**src/rtl/cnn_image_loader.sv**
```systemverilog
// Front-end loader for the CNN core: packs a raster pixel stream into image_packed, launches the
// CNN with an active-low convolution_enable pulse and captures its result. Optional LOADER_PIXEL_CHECK_EN.
module cnn_image_loader #(
  parameter int IMAGE_WIDTH       = 12,
  parameter int IMAGE_HEIGHT      = 12,
  parameter int PIXEL_WIDTH       = 2,
  parameter int OUTPUT_DATA_WIDTH = 32,
  parameter int START_TIMEOUT     = 8
) (
  input  logic                                            clk,
  input  logic                                            rst_loader,
  input  logic [PIXEL_WIDTH-1:0]                          pixel_in,
  input  logic                                            pixel_sof,
  input  logic                                            pixel_valid,
  output logic                                            pixel_ready,
  output logic [PIXEL_WIDTH*IMAGE_WIDTH*IMAGE_HEIGHT-1:0] image_packed,
  output logic                                            convolution_enable,
  input  logic                                            cnn_idle,
  input  logic [OUTPUT_DATA_WIDTH-1:0]                    cnn_output,
  output logic [OUTPUT_DATA_WIDTH-1:0]                    result,
  output logic                                            result_valid,
  output logic                                            timeout_err,
  output logic                                            resync_err
`ifdef LOADER_PIXEL_CHECK_EN
  ,
  output logic                                            pixel_err
`endif
);

  localparam int unsigned N  = IMAGE_WIDTH * IMAGE_HEIGHT;
  localparam int unsigned CW = $clog2(N);
  localparam int unsigned TW = $clog2(START_TIMEOUT + 1);

  typedef enum logic [1:0] {
    LOAD,
    LAUNCH,
    WAIT_START,
    WAIT_DONE
  } state_t;

  state_t                 state_q, state_d;
  logic [CW-1:0]          count_q, count_d;
  logic [CW-1:0]          idx;
  logic [TW-1:0]          timer_q, timer_d;
  logic                   accept;
  logic                   frame_done;
  logic                   start_timeout;
  logic                   capture;
  logic                   resync_hit;
  logic [PIXEL_WIDTH-1:0] pix_store;

`ifdef LOADER_PIXEL_CHECK_EN
  // The most negative code lies outside {-1,0,1}; it is stored as zero and flagged.
  localparam logic [PIXEL_WIDTH-1:0] PIX_ILLEGAL = {1'b1, {(PIXEL_WIDTH-1){1'b0}}};
  logic pix_illegal;

  always_comb begin
    pix_illegal = (pixel_in == PIX_ILLEGAL);
    pix_store   = pix_illegal ? '0 : pixel_in;
  end
`else
  always_comb begin
    pix_store = pixel_in;
  end
`endif

  // pixel_ready is high exactly while in LOAD, so accept implies LOAD.
  always_comb begin
    accept        = pixel_valid && pixel_ready;
    idx           = pixel_sof ? '0 : count_q;
    frame_done    = accept && (idx == CW'(N - 1));
    resync_hit    = accept && pixel_sof && (count_q != '0);
    state_d       = state_q;
    count_d       = count_q;
    timer_d       = timer_q;
    start_timeout = 1'b0;
    capture       = 1'b0;
    case (state_q)
      LOAD: begin
        if (accept) begin
          if (frame_done) begin
            count_d = '0;
            state_d = LAUNCH;
          end else begin
            count_d = idx + 1'b1;
          end
        end
      end
      LAUNCH: begin
        timer_d = '0;
        state_d = WAIT_START;
      end
      WAIT_START: begin
        if (!cnn_idle) begin
          state_d = WAIT_DONE;
        end else if (timer_q == TW'(START_TIMEOUT - 1)) begin
          start_timeout = 1'b1;
          state_d       = LOAD;
        end else begin
          timer_d = timer_q + 1'b1;
        end
      end
      WAIT_DONE: begin
        if (cnn_idle) begin
          capture = 1'b1;
          state_d = LOAD;
        end
      end
      default: state_d = LOAD;
    endcase
  end

  // Handshake and enable are registered from the next state so both line up with the state change.
  always_ff @(posedge clk or negedge rst_loader) begin
    if (!rst_loader) begin
      state_q            <= LOAD;
      count_q            <= '0;
      timer_q            <= '0;
      pixel_ready        <= 1'b0;
      convolution_enable <= 1'b1;
      result             <= '0;
      result_valid       <= 1'b0;
      timeout_err        <= 1'b0;
      resync_err         <= 1'b0;
    end else begin
      state_q            <= state_d;
      count_q            <= count_d;
      timer_q            <= timer_d;
      pixel_ready        <= (state_d == LOAD);
      convolution_enable <= (state_d != LAUNCH);
      result_valid       <= capture;
      if (capture) result <= cnn_output;
      if (start_timeout) timeout_err <= 1'b1;
      if (resync_hit) resync_err <= 1'b1;
    end
  end

  // Pixel k lands at the k-th field from the MSB end; untouched fields keep their old value.
  always_ff @(posedge clk or negedge rst_loader) begin
    if (!rst_loader) begin
      image_packed <= '0;
    end else if (accept) begin
      for (int unsigned k = 0; k < N; k++) begin
        if (idx == CW'(k)) image_packed[(N-k)*PIXEL_WIDTH-1 -: PIXEL_WIDTH] <= pix_store;
      end
    end
  end

`ifdef LOADER_PIXEL_CHECK_EN
  always_ff @(posedge clk or negedge rst_loader) begin
    if (!rst_loader) begin
      pixel_err <= 1'b0;
    end else if (accept && pix_illegal) begin
      pixel_err <= 1'b1;
    end
  end
`endif

endmodule

```
**config.mk**
```make
export PLATFORM = sky130hd
export DESIGN_NAME = cnn_image_loader
export DESIGN_NICKNAME = d
export VERILOG_FILES = /design/src/rtl/cnn_image_loader.sv
export SDC_FILE = /design/constraint.sdc
export NUM_CORES = 1
export LEC_CHECK = 0
export CELL_PAD_IN_SITES_DETAIL_PLACEMENT = 0
export CELL_PAD_IN_SITES_GLOBAL_PLACEMENT = 1
export CORE_MARGIN = 8
export CORE_UTILIZATION = 38
export CTS_CLUSTER_DIAMETER = 100
export DETAILED_ROUTE_END_ITERATION = 10
export PLACE_DENSITY = 0.86
export SYNTH_ARGS = -nofsm -noshare
export SYNTH_HDL_FRONTEND = slang
export SYNTH_SLANG_ARGS = --single-unit
```
**constraint.sdc**
```tcl
create_clock -name clk -period 3.1 [get_ports clk]
set_clock_uncertainty 0.2 [all_clocks]
set_input_delay 0.62 -clock clk [delete_from_list [all_inputs] [get_ports clk]]
set_output_delay 0.62 -clock clk [all_outputs]
set_load 0.02 [all_outputs]
```
==> impl_metrics.env <==
export IMPL_status="finished, final reports clean"
export IMPL_cts_setup_buffers=0
export IMPL_min_from="timeout_err"
export IMPL_start_kind="input port"
export IMPL_antenna_cells=0
export IMPL_ys_seq_area_share_pct=61.7
export IMPL_dp_hpwl_mm=31.5
export IMPL_overflow=0
export IMPL_gp_congestion=0.795
export IMPL_path_delay_family="simple AND/OR/NAND/NOR gates"
export IMPL_min_period_ns=2.70
export IMPL_p_per_area_nw_per_um2=577
export IMPL_synth_cells=992
export IMPL_reg2reg_depth=4
export IMPL_crit_path_top_delay_cell="clkdlybuf4s50_1"
export IMPL_die_area_sq_um=42500
export IMPL_grtUsageTotal_pct=20.1
export IMPL_ys_ff_latch=339
export IMPL_netlist_cell_type_count=51
export IMPL_path_buf_inv=3
export IMPL_synth_edf_count=0
export IMPL_start_util_pct=38.6
export IMPL_finish_cell_count_without_fillers=1878
export IMPL_clockRootBuffer="clkbuf_16"
export IMPL_placed_area_sq_um=18300
export IMPL_ir_drop_v=0.000527
export IMPL_yosysWarnings=0
export IMPL_htree_levels=2
export IMPL_cp_num_cells=9
export IMPL_hold_path_class="register to register"
export IMPL_syn_num_nets=1036
export IMPL_synth_area_sq_um=13700
export IMPL_cts_resized=0
export IMPL_syn_avg_cell_area_sq_um=13.9
export IMPL_final_area_sq_um=19600
export IMPL_r2r_setup_slack_ns=0.51
export IMPL_fin_crit_sh_pct=87.0
export IMPL_die_x_um=206
export IMPL_rr_startpoint="count_q[5]"
export IMPL_crit_arrival_ns=2.90
export IMPL_worst_endpoint_required_ns=3.31
export IMPL_firstDrtPassIters=4
export IMPL_coreArea_sq_um=35600
export IMPL_ys_flop_type="dfrtp_1"
export IMPL_cap_violations=0
export IMPL_antenna_found_initial=0
export IMPL_fill_cells=3000
export IMPL_rsz0062_at_grt="no"
export IMPL_endpoint_kind="register"
export IMPL_grt_first_pass_wirelength_mm=64.9
export IMPL_p_leak_nw=9.10
export IMPL_utilization_pct=55.0
export IMPL_portBuffers=363
export IMPL_drc=0
export IMPL_postRouteAntennaNets=0
export IMPL_holdPathEnd="timeout_err"
export IMPL_routed_via_density=5.06
export IMPL_async_flop_share_pct=100
export IMPL_critical_path_class="input port to register"
export IMPL_clk_path_buf_depth=3
export IMPL_initialDrtViolationCount=386
export IMPL_cts_sink_count=339
export IMPL_hold_path_depth=2
export IMPL_clk_latency_ns=0.52
export IMPL_worstPathMaxFanout=5
export IMPL_cts_made_buffers=37
export IMPL_rows=69
export IMPL_maxSlewViolCount=0
export IMPL_grt_pass1_vias=10383
export IMPL_chipHeight_um=206
export IMPL_crit_chain="clkdlybuf4s50_1 > nand2b_1 > inv_1 > ha_1 > nand3_1 > nor2_1 > buf_4 > nand2_1 > mux2_2"
export IMPL_fmax_mhz=371
export IMPL_cpPeakStageDelay_ns=0.47
export IMPL_io_pins=364
export IMPL_tightest_slew_ns=0.601
export IMPL_maxSlewHeadroom_pct=60.0
export IMPL_hold_viol=0
export IMPL_grt_max_degree=75
export IMPL_hold_ws_ns=0.267
export IMPL_setup_viol=0
export IMPL_nets=1434
export IMPL_wl_per_cell_um=23.0
export IMPL_vias=9502
export IMPL_cts_tree="yes"
export IMPL_drt_total_wl_mm=43.2
export IMPL_drive_gt1_share_pct=31.3
export IMPL_areaGrowthSynthToFinish_pct=42.5
export IMPL_reg2reg_to="image_packed[44]"
export IMPL_path_clk_slew_ns=0.06
export IMPL_placed_cells=1811
## report_power, final
group	leakage, nW	internal [mW]	switching [mW]
clock	0.627	2.75	1.76
combinational	3.84	0.887	0.926
sequential	4.63	4.75	0.227
## repair_timing
item / 4_1_cts / 5_1_grt
hold endpoints to repair: 61 / 0
hold buffers: 1 / 0
endpoints found under the setup margin: 0 / 0
## per-layer routing
metal / track usage (%) / wire length [um]
met1: 25.0 / 17400
met2: 32.3 / 20500
met3: 6.25 / 3670
met4: 7.83 / 1650
met5: 0 / 0
## flip-flops by register name (all words and copies together) (netlist names)
name and flops:
count_q 8, image_packed 288, timeout_err 1, resync_err 1, pixel_ready 1, result 32, result_valid 1, state_q 2
timer_q 4, convolution_enable 1
## cell type report
| class | instances | area, sq um | area share, % |
|---|---|---|---|
| Tap cell | 461 | 577 | 2.95 |
| Sequential cell | 339 | 8480 | 43.3 |
| Clock buffer | 56 | 1120 | 5.71 |
| Inverter | 8 | 30.0 | 0.153 |
| Multi-Input combinational cell | 579 | 4960 | 25.3 |
| Timing Repair Buffer | 425 | 4260 | 21.8 |
| Clock inverter | 10 | 151 | 0.773 |
## worst max-delay path by stage
stage,slack (ns),to,from
final,0.40,image_packed[265],pixel_sof
after global routing,0.27,image_packed[265],pixel_sof
after CTS,0.39,image_packed[265],pixel_sof
after detailed placement,-0.16,image_packed[265],pixel_sof
after global placement,-0.13,image_packed[265],pixel_sof
after floorplan,0.04,image_packed[32],pixel_sof
## Yosys cell counts, types with 4 or more instances
library cell / count / area, sq um
a21oi_1: 7 / 35.0
inv_1: 8 / 30.0
mux2_2: 311 / 3500
a22o_1: 4 / 35.0
nor2_1: 20 / 75.1
dfrtp_1: 338 / 8460
and3_1: 4 / 25.0
ha_1: 5 / 62.6
clkbuf_1: 51 / 191
nand3_1: 11 / 55.1
buf_2: 12 / 60.1
mux2_1: 9 / 101
nand2_1: 135 / 507
nor3_1: 19 / 95.1
## worst register-to-register path: stages (launching register included)
cell and delay (ns):
dfrtp_1 0.65, nand3b_1 0.27, or2_1 0.50, nor3_1 0.47, mux2_2 0.39
## metrics by stage
step / power, mW / worst slack (ns) / TNS (ns)
global placement: 6.85 / -0.131 / -0.937
floorplan: 5.90 / 0.0376 / 0
finish: 11.3 / 0.403 / 0
detailed placement: 6.90 / -0.160 / -1.14
global route: 11.8 / 0.269 / 0
CTS: 11.5 / 0.387 / 0
## logic make-up after synthesis
family | after synthesis | synth area share, %
AO/OA/AOI/OAI | 30 | 1.53
adder cells (fa/ha/maj) | 5 | 0.455
flip-flops | 339 | 61.7
AND/OR/NAND/NOR | 221 | 7.64
buffers and inverters | 74 | 2.21
multiplexers | 321 | 26.3
XOR/XNOR | 2 | 0.127
## layout by cell type, fill, tap and decap left out, types with 2 or more instances in the layout
| cell type | netlist | final |
|---|---|---|
| clkdlybuf4s50_1 | 0 | 360 |
| dfrtp_1 | 338 | 338 |
| mux2_2 | 311 | 311 |
| nand2_1 | 135 | 135 |
| buf_4 | 3 | 50 |
| clkbuf_16 | 0 | 37 |
| nor2_1 | 20 | 20 |
| nor3_1 | 19 | 19 |
| buf_12 | 0 | 13 |
| clkbuf_8 | 0 | 12 |
| nand3_1 | 11 | 11 |
| mux2_1 | 9 | 9 |
| inv_1 | 8 | 8 |
| a21oi_1 | 7 | 7 |
| clkbuf_1 | 51 | 7 |
| ha_1 | 5 | 5 |
| a22o_1 | 4 | 4 |
| and3_1 | 4 | 4 |
| clkinv_2 | 0 | 4 |
| nand3b_1 | 3 | 3 |
| o21ai_0 | 3 | 3 |
| or3b_1 | 3 | 3 |
| o211ai_1 | 3 | 3 |
| a31oi_1 | 3 | 3 |
| bufinv_16 | 0 | 3 |
| nand2b_1 | 2 | 2 |
| nor4b_1 | 2 | 2 |
| nand4bb_1 | 2 | 2 |
| nor3_2 | 2 | 2 |
| nor4_1 | 2 | 2 |
| nand4_1 | 2 | 2 |
| a21o_1 | 2 | 2 |
| nand4b_1 | 2 | 2 |
| clkinv_8 | 0 | 2 |
No activity file was read; power rests on OpenSTA's default activity.
